File: src/rtl/pc_gen_pkg.sv
// pc_gen_pkg: shared types and helpers for the program-counter generator.
// Contents: FSM state encoding, next-PC select codes, default parameters,
//           and the branch-target alignment predicate.
package pc_gen_pkg;

  // Default geometry of the PC.
  localparam int          PC_XLEN_DEF   = 32;
  localparam logic [31:0] RESET_VEC_DEF = 32'h0000_0000;
  localparam int          IALIGN_DEF    = 4;

  // Fetch FSM: BOOT is a single settling cycle after reset, RUN issues
  // requests, HALT parks the PC until a wake or trap.
  typedef enum logic [1:0] {
    PCG_BOOT = 2'd0,
    PCG_RUN  = 2'd1,
    PCG_HALT = 2'd2
  } pcg_state_t;

  // Which source feeds the PC register next cycle, highest priority first.
  typedef enum logic [2:0] {
    SEL_TRAP     = 3'd0,
    SEL_MRET     = 3'd1,
    SEL_BRANCH   = 3'd2,
    SEL_MISALIGN = 3'd3,
    SEL_SEQ      = 3'd4,
    SEL_HOLD     = 3'd5
  } pc_sel_t;

  // A target is misaligned when any address bit below IALIGN is set.
  // Only the low two bits matter because IALIGN is 2 or 4.
  function automatic logic is_misaligned(input logic [1:0] low, input int ialign);
    if (ialign == 2)
      return low[0];
    else
      return (low != 2'b00);
  endfunction

endpackage

File: src/rtl/pc_next_mux.sv
// pc_next_mux: combinational next-PC priority select and branch alignment check.
// Ports: pc (current PC), enables for trap / other redirects / sequential
//        advance, redirect inputs; outputs pc_next and a misalign strobe.
module pc_next_mux
  import pc_gen_pkg::*;
#(
  parameter int XLEN   = 32,
  parameter int IALIGN = 4
) (
  input  logic [XLEN-1:0] pc,
  input  logic            trap_en,
  input  logic            redir_en,
  input  logic            seq_en,
  input  logic            trap_take,
  input  logic [XLEN-1:0] trap_vec,
  input  logic            mret_take,
  input  logic [XLEN-1:0] mepc,
  input  logic            branch_take,
  input  logic [XLEN-1:0] branch_target,
  output logic [XLEN-1:0] pc_next,
  output logic            misalign
);

  localparam logic [XLEN-1:0] INC        = XLEN'(IALIGN);
  localparam logic [XLEN-1:0] ALIGN_MASK = ~XLEN'(IALIGN - 1);

  pc_sel_t sel;
  logic    tgt_misaligned;

  // The mtvec mode bits never reach the PC.
  logic unused_trap_mode;
  assign unused_trap_mode = ^trap_vec[1:0];

  assign tgt_misaligned = is_misaligned(branch_target[1:0], IALIGN);

  // Priority decode. Trap is the only redirect honoured while halted, so it
  // has its own enable; mret and branch only act while fetching.
  always_comb begin
    sel = SEL_HOLD;
    if (trap_en && trap_take)
      sel = SEL_TRAP;
    else if (redir_en && mret_take)
      sel = SEL_MRET;
    else if (redir_en && branch_take)
      sel = tgt_misaligned ? SEL_MISALIGN : SEL_BRANCH;
    else if (seq_en)
      sel = SEL_SEQ;
  end

  always_comb begin
    pc_next  = pc;
    misalign = 1'b0;
    case (sel)
      SEL_TRAP:     pc_next = {trap_vec[XLEN-1:2], 2'b00};
      SEL_MRET:     pc_next = mepc & ALIGN_MASK;
      SEL_BRANCH:   pc_next = branch_target;
      // A bad target leaves the PC alone and is reported to the trap logic.
      SEL_MISALIGN: misalign = 1'b1;
      // Wraps modulo 2^XLEN silently.
      SEL_SEQ:      pc_next = pc + INC;
      default:      pc_next = pc;
    endcase
  end

endmodule

File: src/rtl/pc_gen.sv
// pc_gen: program-counter generator with valid/ready fetch handshake,
//         prioritised redirects (trap > mret > branch), WFI halt and
//         misaligned-target flagging.
// Ports: clk, rst (sync, active-high); pc_out/pc_valid/pc_ready fetch
//        handshake; branch/mret/trap redirect inputs; halt_req/wake;
//        misalign_err one-cycle pulse.
module pc_gen
  import pc_gen_pkg::*;
#(
  parameter int               XLEN      = PC_XLEN_DEF,
  parameter logic [XLEN-1:0]  RESET_VEC = XLEN'(RESET_VEC_DEF),
  parameter int               IALIGN    = IALIGN_DEF
) (
  input  logic            clk,
  input  logic            rst,
  output logic [XLEN-1:0] pc_out,
  output logic            pc_valid,
  input  logic            pc_ready,
  input  logic            branch_take,
  input  logic [XLEN-1:0] branch_target,
  input  logic            mret_take,
  input  logic [XLEN-1:0] mepc,
  input  logic            trap_take,
  input  logic [XLEN-1:0] trap_vec,
  input  logic            halt_req,
  input  logic            wake,
  output logic            misalign_err
);

  pcg_state_t      state;
  logic [XLEN-1:0] pc_next;
  logic            misalign;
  logic            trap_en;
  logic            redir_en;
  logic            seq_en;

  // Redirects are dropped during BOOT. While halted only a trap can move
  // the PC.
  assign trap_en  = (state != PCG_BOOT);
  assign redir_en = (state == PCG_RUN);
  // halt_req freezes the sequential advance so that fetch resumes at the
  // same PC after wake.
  assign seq_en   = pc_valid && pc_ready && !halt_req;

  pc_next_mux #(
    .XLEN   (XLEN),
    .IALIGN (IALIGN)
  ) u_next (
    .pc            (pc_out),
    .trap_en       (trap_en),
    .redir_en      (redir_en),
    .seq_en        (seq_en),
    .trap_take     (trap_take),
    .trap_vec      (trap_vec),
    .mret_take     (mret_take),
    .mepc          (mepc),
    .branch_take   (branch_take),
    .branch_target (branch_target),
    .pc_next       (pc_next),
    .misalign      (misalign)
  );

  // PC register, FSM and registered outputs in one block; pc_valid mirrors
  // "next state is RUN" so it is glitch-free and only changes on clk.
  always_ff @(posedge clk) begin
    if (rst) begin
      state        <= PCG_BOOT;
      pc_out       <= RESET_VEC;
      pc_valid     <= 1'b0;
      misalign_err <= 1'b0;
    end else begin
      case (state)
        PCG_BOOT: begin
          state        <= PCG_RUN;
          pc_valid     <= 1'b1;
          misalign_err <= 1'b0;
        end
        PCG_RUN: begin
          pc_out       <= pc_next;
          misalign_err <= misalign;
          // A redirect in the same cycle is still applied above.
          if (halt_req) begin
            state    <= PCG_HALT;
            pc_valid <= 1'b0;
          end
        end
        PCG_HALT: begin
          misalign_err <= 1'b0;
          // pc_next is either the trap vector or the held PC here.
          pc_out       <= pc_next;
          if (trap_take || wake) begin
            state    <= PCG_RUN;
            pc_valid <= 1'b1;
          end
        end
        default: begin
          state        <= PCG_BOOT;
          pc_valid     <= 1'b0;
          misalign_err <= 1'b0;
        end
      endcase
    end
  end

endmodule
File: config.mk
export PLATFORM = sky130hd
export DESIGN_NAME = pc_gen
export DESIGN_NICKNAME = d
export VERILOG_FILES = /design/src/rtl/pc_gen_pkg.sv /design/src/rtl/pc_next_mux.sv /design/src/rtl/pc_gen.sv
export SDC_FILE = /design/constraint.sdc
export NUM_CORES = 1
export LEC_CHECK = 0
export BUFFER_PORTS_ARGS = -buffer_cell sky130_fd_sc_hd__buf_2
export CORE_UTILIZATION = 41
export CTS_CLUSTER_DIAMETER = 30
export CTS_CLUSTER_SIZE = 24
export DETAILED_ROUTE_END_ITERATION = 10
export GPL_TIMING_DRIVEN = 1
export PLACE_DENSITY = 0.8
export SYNTH_ARGS = -nofsm -noshare
export SYNTH_HDL_FRONTEND = slang
export SYNTH_SLANG_ARGS = --single-unit
export TNS_END_PERCENT = 50
File: constraint.sdc
create_clock -name clk -period 1.96 [get_ports clk]
set_input_delay 0.392 -clock clk [delete_from_list [all_inputs] [get_ports clk]]
set_output_delay 0.392 -clock clk [all_outputs]
set_load 0.02 [all_outputs]
==> impl_metrics.toml, run 1 <==
[synthesis]
yosys_warnings = 0
synthDistinctLibCells = 55
yosys-top-cells-area = "dfxtp_1 (28%), a222oi_1 (5.5%), nor2_1 (4.7%)"
yosysTopAreaCellShare_pct = 28.1
synth_fp_nets = 429
postSynthAreaPerCell_um2 = 8.03
syn_area_um2 = 2560
synth_edf_count = 0
ys_seq_area_share_pct = 28.1
syn_inst = 319
async_flop_share_pct = 0
ys.flop_type = "dfxtp_1"
ys_seq_elements = 36
yosysTopAreaCell = "dfxtp_1"

[timing]
maxSlewViolCount = 0
setup_violations = 32
fmax_mhz = 454
rsz0062_at_grt = "yes"
fin_crit_sh_pct = 112
period_minus_slack_ps = 2200
worst_slew_pin_slew_ps = 469
slew_headroom_pct = 68.7
holdWs_ps = 340
fin_skew_ps = 11.8
hold_viol_final = 0
setup_slack_ps = -244

[setup_path]
crit_top_cell = "buf_6"
worst_path_max_delay_cell = "dfxtp_4"
crit_fanout = 6
worstPathCellList = "buf_6 > ha_4 > nand2_4 > nor4b_4 > buf_4 > o31a_1 > buf_6 > buf_4 > buf_6 > nor2_2 > nor3_1"
timing.rr.start = "state[0]"
cp-startpoint = "state[0]"
crit_required_ps = 2160
cp-start-kind = "flip-flop"
slowest_delay_ps = 360
end_kind = "flip-flop"
path_class = "flip-flop to flip-flop"
arrival_ps = 2410

[clock_tree]
insertion_delay_ps = 300
clkTransAtPathRegs_ps = 80
cts_tree = "yes"
cts.sinks = 36
numCtsBuffers = 5
cts_buffer_depth = 2
cts_hold_repair.buffers = 0
h-tree-depth = 2
cts_root_buf = "clkbuf_8"

[worst_hold_path]
min_from = "mret_take"
hp-class = "primary input to flip-flop"

[power_and_ir_drop]
ir_worst_vdd_mv = 0.800
p_leak_nw = 1.85
p_per_area_nw_per_um2 = 1100
p_total_w = 0.00442

[global_routing]
grt_max_degree = 24
track_usage_pct = 28.5
gr-usage-met2_pct = 49.7
antenna_found_initial = 0
grt_pass1_wl_um = 14400
grt_remaining_overflow = 0
grt_pass1_vias = 3110
grt-busiest-layer = "met2"
use_met3_pct = 6.97
use_met1_pct = 33.9

[routing]
avgRoutedWirePerCell_um = 17.2
drt-pass1-iter-count = 5
drc = 0
ant_nets = 0
num_vias = 3467
drt_wl_total_um = 9970
first_iter_violations = 333
drt-vias-per-instance = 5.98

[floorplanning]
fp.dieW_um = 81.1
dieArea_um2 = 6570
start_util_pct = 42.8
fp.coreArea_um2 = 5990
ios = 138
rows = 28
fp.dieH_um = 81.1

[placement]
pre_cts_slack_ps = -206
place_congestion = 0.850
hpwl_um = 6930
dpl-instance-area_um2 = 3680
port_buffers = 133

[layout]
post-route-util_pct = 67.1
finalNetCount = 614
n_antenna_cell = 0
fin_area_um2 = 4020
syn_to_final_growth_pct = 56.9
layout-drive-gt1-share_pct = 48.3

[status]
violations = "negative setup slack"
status = "finished, violations left"

[flow_run]
drv_cap = 0
cells in the final DEF, fill, tap and decap left out, types with 5 or more instances in the layout:
master,synthesis,layout
o31a_1,6,6
o32ai_1,5,5
nand2_1,27,24
o211ai_1,6,6
nor3_1,10,9
inv_1,11,10
dfxtp_2,0,5
clkbuf_8,0,6
a221oi_1,9,8
buf_4,0,56
nand3_1,13,13
dfxtp_1,36,30
a222oi_1,14,14
buf_2,8,133
nand4_1,7,7
nor2_1,32,27
xor2_1,5,5
a22oi_1,5,5
xnor2_1,13,13
a211oi_1,7,6
and2_1,6,5
a21oi_1,20,20
buf_6,0,9
per-stage QoR:
step,TNS (ps),instances
floorplan,-33.2,319
global placement,-1450,556
detailed placement,-3050,556
CTS,-846,572
global route,-8000,580
finish,-4380,580
logic make-up after synthesis:
group	count (synthesis)	share of synthesized area, %
compound gates	103	30.9
mux	3	1.17
fa+ha+maj	6	2.93
flops	36	28.1
buf+inv	33	5.22
simple gates	120	25.5
xor+xnor	18	6.15
worst paths after layout:
| path | endpoint | cells after the start | slack, ps |
|---|---|---|---|
| setup / recovery | pc_out[17] | 11 | -240 |
| hold / removal | misalign_err | 2 | 340 |
| setup reg to reg | pc_out[17] | 11 | -240 |
| hold reg to reg | pc_out[0] | 1 | 460 |
registers in the layout, indices dropped and copies added (netlist names):
name / count
state: 2
pc_out: 32
misalign_err: 1
pc_valid: 1
Yosys cell counts (2+ instances only):
| library cell | count |
|---|---|
| nand2_1 | 27 |
| a311oi_1 | 5 |
| nor3_2 | 2 |
| o32ai_1 | 5 |
| a22oi_1 | 5 |
| nor3_1 | 10 |
| mux2i_1 | 3 |
| nor2_1 | 32 |
| a221o_1 | 2 |
| nor4_1 | 4 |
| inv_1 | 11 |
| o31a_1 | 6 |
| nand4_1 | 7 |
| o21ai_0 | 4 |
| nand2b_1 | 3 |
| a211oi_1 | 7 |
| ha_1 | 6 |
| nor2b_1 | 3 |
| xor2_1 | 5 |
| a222oi_1 | 14 |
| clkbuf_1 | 14 |
| and2_1 | 6 |
| xnor2_1 | 13 |
| a31oi_1 | 3 |
| dfxtp_1 | 36 |
| a221oi_1 | 9 |
| buf_2 | 8 |
| a21oi_1 | 20 |
| nand3_1 | 13 |
| o22ai_1 | 4 |
| o21a_1 | 3 |
| o211ai_1 | 6 |
worst max-delay path: cells and delay by family, from the launching register on:
family,cells,cell delay (ps)
AND/OR/NAND/NOR,4,660
flip-flops,1,360
buffers and inverters,5,660
AO/OA/AOI/OAI,1,260
adder cells (fa/ha/maj),1,140
layout make-up:
cell class	instances	area [µm²]
well taps	75	93.8
flip-flops and latches	36	731
fillers	495	1970
inverters	11	41.3
multi-input cells	250	1840
clock buffers	8	90.1
repair buffers	200	1220
per-layer routing:
layer	share of wire [%]	vias up	wire, µm
li1	-	1608	-
met1	39	1632	3910
met2	48	197	4820
met3	9.3	30	922
met4	3.2	0	323
met5	0	-	0
power by group:
group          total [W]  internal (W)  switching [W]
Clock           0.000581      0.000287       0.000293
Combinational    0.00267       0.00125        0.00141
Sequential       0.00118      0.000949       0.000228
repair_timing:
action	in CTS	in global routing
pin swaps	12	12
gates resized for setup	16	20
cloned	1	0
endpoints found under the setup margin	31	32
buffers inserted	7	9
Power figures use the tool's default switching activity.
==> run 2: changes to the inputs <==
CTS_BUF_LIST = sky130_fd_sc_hd__clkbuf_8 sky130_fd_sc_hd__clkbuf_16   (was default)
==> impl_metrics.toml, run 2 (same netlist as run 1, synthesis figures left out) <==
[global_routing]
antenna_found_initial = 0
grt_pass1_vias = 3110
grt_max_degree = 24
grt-busiest-layer = "met2"
grt_pass1_wl_um = 14400
use_met3_pct = 6.97
use_met1_pct = 33.9
grt_remaining_overflow = 0
track_usage_pct = 28.5
gr-usage-met2_pct = 49.7

[power_and_ir_drop]
intPower_w = 0.00248
p_leak_nw = 1.86
switching_share_pct = 43.8
pwr-share-comb_pct = 60.5
p_total_w = 0.00441
switchingPower_w = 0.00193
clockPowerShare_pct = 12.8
ir_worst_vdd_mv = 0.796
p_per_area_nw_per_um2 = 1100
p_seq_share_pct = 26.7

[clock_tree]
cts_root_buf = "clkbuf_8"
cts_tree = "yes"
cts_hold_repair.buffers = 0
cts_buffer_depth = 2
insertion_delay_ps = 300
numCtsBuffers = 5
clkTransAtPathRegs_ps = 80
cts.sinks = 36
h-tree-depth = 2

[layout]
largest_reg_flops = 32
n_antenna_cell = 0
layout-drive-gt1-share_pct = 48.3
mostFrequentLayoutCells = "buf_2 (133), buf_4 (56), dfxtp_1 (30)"
final_common_cell = "buf_2"
post-route-util_pct = 67.1
regMostFlops = "pc_out"
final_cell_count_no_fill = 580
syn_to_final_growth_pct = 56.9
finalNetCount = 614
reg.largest.list = "pc_out (32), state (2)"

[setup_path]
arrival_ps = 2390
cp_num_buf_inv = 5
cp-start-kind = "flip-flop"
r2r_cells = 11
crit_required_ps = 2160
path_class = "flip-flop to flip-flop"
slowest_delay_ps = 360
end_kind = "flip-flop"
worst_path_max_delay_cell = "dfxtp_4"
crit_top_cell = "buf_6"
cp.depth = 11
worstPathCellList = "buf_6 > ha_4 > nand2_4 > nor4b_4 > buf_4 > o31a_1 > buf_6 > buf_4 > buf_6 > nor2_2 > nor3_1"
crit_family = "buffers and inverters"
crit_fanout = 6

[timing]
setup_violations = 32
hold_viol_final = 0
fin_setup_tns_ps = -4410
period_minus_slack_ps = 2180
fin_crit_sh_pct = 111
slew_headroom_pct = 69.1
maxSlewViolCount = 0
rsz0062_at_grt = "yes"
fin_skew_ps = 11.7
fmax_mhz = 458
worst_slew_pin_slew_ps = 464
setup_slack_ps = -225

[routing]
avgRoutedWirePerCell_um = 17.2
first_iter_violations = 329
drt_wl_total_um = 9960
drc = 0
drt-pass1-iter-count = 7
drt-vias-per-instance = 5.95
num_vias = 3449
ant_nets = 0

[worst_hold_path]
hp-class = "primary input to flip-flop"
hold_depth = 2

[placement]
place_inst = 556
place_congestion = 0.850
port_buffers = 133
pre_cts_slack_ps = -206
hpwl_um = 6930

[floorplanning]
fp.dieH_um = 81.1
ios = 138
start_util_pct = 42.8
dieArea_um2 = 6570
fp.coreArea_um2 = 5990
fp.dieW_um = 81.1
rows = 28

[flow_run]
drv_cap = 0

[status]
status = "finished, violations left"
violations = "negative setup slack"
[run 2: cell types whose count changed in the layout (fill, tap and decap cells not counted)]
cell and delta:
inv_1 +2, clkbuf_1 -2
[run 2: worst paths after layout]
kind                                start           end  slack, ps
worst min register to register  pc_out[0]     pc_out[0]        460
worst max-delay path             state[0]    pc_out[17]       -220
worst min-delay path            mret_take  misalign_err        340
worst max register to register   state[0]    pc_out[17]       -220
[run 2: power groups by stage]
stage / Sequential [W] / Combinational [W] / Clock, W
2_1_floorplan: 0.00143 / 0.00110 / 0
3_3_place_gp: 0.00116 / 0.00220 / 0
3_5_place_dp: 0.00118 / 0.00225 / 0
4_1_cts: 0.00117 / 0.00242 / 0.000563
5_1_grt: 0.00121 / 0.00285 / 0.000606
6_report: 0.00118 / 0.00267 / 0.000566
[run 2: per-layer routing]
metal,vias up,wire length (µm)
met5,-,0
met4,0,280
met3,24,887
met2,197,4870
met1,1620,3920
li1,1608,-
[run 2: through the flow]
stage	hold slack (ps)	area, µm²
after floorplan	468	2620
after global placement	438	3680
after detailed placement	451	3680
after CTS	306	3890
after global routing	343	4020
final	344	4020
[run 2: final cells by class]
class | instances | area (µm²)
clock buffer | 6 | 82.6
timing repair buffer | 200 | 1220
sequential | 36 | 731
multi-input combinational | 250 | 1840
inverter | 11 | 41.3
fill | 495 | 1970
clock inverter | 2 | 7.51
tap | 75 | 93.8
[run 2: timing repair]
item,4_1_cts,5_1_grt
cloned,1,0
gates resized for setup,16,20
pin swaps,12,12
setup buffers,7,9
endpoints found under the setup margin,31,32
==> run 3: changes to the inputs <==
SETUP_SLACK_MARGIN = 0.3   (was default)
==> impl_metrics.toml, run 3 (same netlist as run 1, synthesis figures left out) <==
[status]
violations = "negative setup slack"
status = "finished, violations left"

[setup_path]
arrival_ps = 2430
r2r_cells = 12
timing.rr.start = "state[0]"
crit_fanout = 4
crit_top_cell = "buf_6"
crit_required_ps = 2180
worst_path_max_delay_cell = "dfxtp_4"
path_class = "flip-flop to flip-flop"
timing.rr.end = "pc_out[21]"
worstPathCellList = "buf_6 > ha_4 > nand2_4 > nor4b_4 > buf_4 > buf_6 > o31a_1 > buf_6 > buf_6 > buf_6 > nor2_2 > nor4_1"
reg2reg_slack_ps = -250
cp-start-kind = "flip-flop"
end_kind = "flip-flop"
slowest_delay_ps = 370

[routing]
drt_wl_total_um = 11100
avgRoutedWirePerCell_um = 18.7
drt-vias-per-instance = 6.13
drt-pass1-iter-count = 8
num_vias = 3640
first_iter_violations = 405
ant_nets = 0
drc = 0

[global_routing]
grt_pass1_vias = 3434
track_usage_pct = 32.0
grt_pass1_wl_um = 16000
antenna_found_initial = 0
grt_max_degree = 22
grt_remaining_overflow = 0

[worst_hold_path]
hp-class = "primary input to flip-flop"
min_from = "mret_take"
hold_depth = 2
min_to = "misalign_err"

[clock_tree]
numCtsBuffers = 5
cts_hold_repair.buffers = 0
insertion_delay_ps = 310
cts_buffer_depth = 2
clkTransAtPathRegs_ps = 80
cts_tree = "yes"
cts.sinks = 36
cts_root_buf = "clkbuf_8"
h-tree-depth = 2

[layout]
finalNetCount = 628
final_common_cell = "buf_2"
layout-drive-gt1-share_pct = 54.5
syn_to_final_growth_pct = 70.2
fillers = 408
regMostFlops = "pc_out"
largest_reg_flops = 32
post-route-util_pct = 72.8
mostFrequentLayoutCells = "buf_2 (133), buf_4 (58), dfxtp_1 (30)"
n_antenna_cell = 0
reg.largest.list = "pc_out (32), state (2)"

[floorplanning]
start_util_pct = 42.8
ios = 138
fp.dieH_um = 81.1
rows = 28
fp.coreArea_um2 = 5990
dieArea_um2 = 6570
fp.dieW_um = 81.1

[timing]
slew_headroom_pct = 61.4
maxSlewViolCount = 0
worst_slew_pin_slew_ps = 574
period_minus_slack_ps = 2210
fin_skew_ps = 5.25
hold_viol_final = 0
fin_crit_sh_pct = 113
setup_slack_ps = -250
rsz0062_at_grt = "yes"
setup_violations = 32
fmax_mhz = 453

[power_and_ir_drop]
p_leak_nw = 2.00
p_total_w = 0.00504
ir_worst_vdd_mv = 0.926
p_per_area_nw_per_um2 = 1160

[placement]
pre_cts_slack_ps = -246
place_congestion = 0.875
hpwl_um = 7080
port_buffers = 133

[flow_run]
drv_cap = 0
## run 3: cell count changes in the layout (fill, tap and decap cells not counted), sizes merged
cell,before,now
buf,200,214
bufinv,0,1
clkbuf,6,5
clkinv,0,1
inv,13,12
## run 3: routing by layer
| metal | GRT usage (%) | share of wire, % |
|---|---|---|
| met3 | 7.19 | 8.9 |
| met1 | 36.2 | 38 |
| met5 | 0 | 0 |
| met2 | 55.8 | 48 |
| met4 | 16.8 | 5.2 |
## run 3: timing repair
item,4_1_cts,5_1_grt
cloned,1,0
buffers inserted,20,10
pin swaps,23,20
endpoints found under the setup margin,32,32
gates resized for setup,38,40
## run 3: final cells by class
cell class              count  area, µm²  area share [%]
clock inverters             3       38.8           0.889
multi-input cells         250       1980            45.4
repair buffers            214       1410            32.3
well taps                  75       93.8            2.15
flip-flops and latches     36        731            16.8
inverters                  11       41.3           0.947
clock buffers               5       68.8            1.58
## run 3: through the flow
stage | cell area (µm²) | std cells | hold WS [ps] | setup TNS (ps)
after global placement | 3680 | 555 | 438 | -2610
final | 4360 | 594 | 323 | -5700
after floorplan | 2630 | 319 | 468 | -5.86
after detailed placement | 3680 | 555 | 440 | -4470
after CTS | 4120 | 584 | 300 | -1350
after global routing | 4360 | 594 | 325 | -9200
## run 3: how the worst max path moves through the flow
stage                   from    endpoint  slack, ps  depth (start not counted)
floorplan           state[1]  pc_out[22]         -4                          9
global placement    halt_req   pc_out[8]       -140                          8
detailed placement  state[1]  pc_out[20]       -250                         10
CTS                 state[0]   pc_out[2]       -140                         11
global route        state[0]  pc_out[21]       -380                         12
finish              state[0]  pc_out[21]       -250                         12
## run 3: where the power goes
part	switching, W	internal, W	total [W]
registers	0.000252	0.000949	0.00120
clock network	0.000314	0.000373	0.000687
logic	0.00160	0.00155	0.00316
total	0.00217	0.00287	0.00504
## run 3: critical path: cells and delay by family (launching register included)
kind                     cells  cell delay [ps]
buffers and inverters        6              750
AND/OR/NAND/NOR              4              620
flip-flops                   1              370
AO/OA/AOI/OAI                1              230
adder cells (fa/ha/maj)      1              150
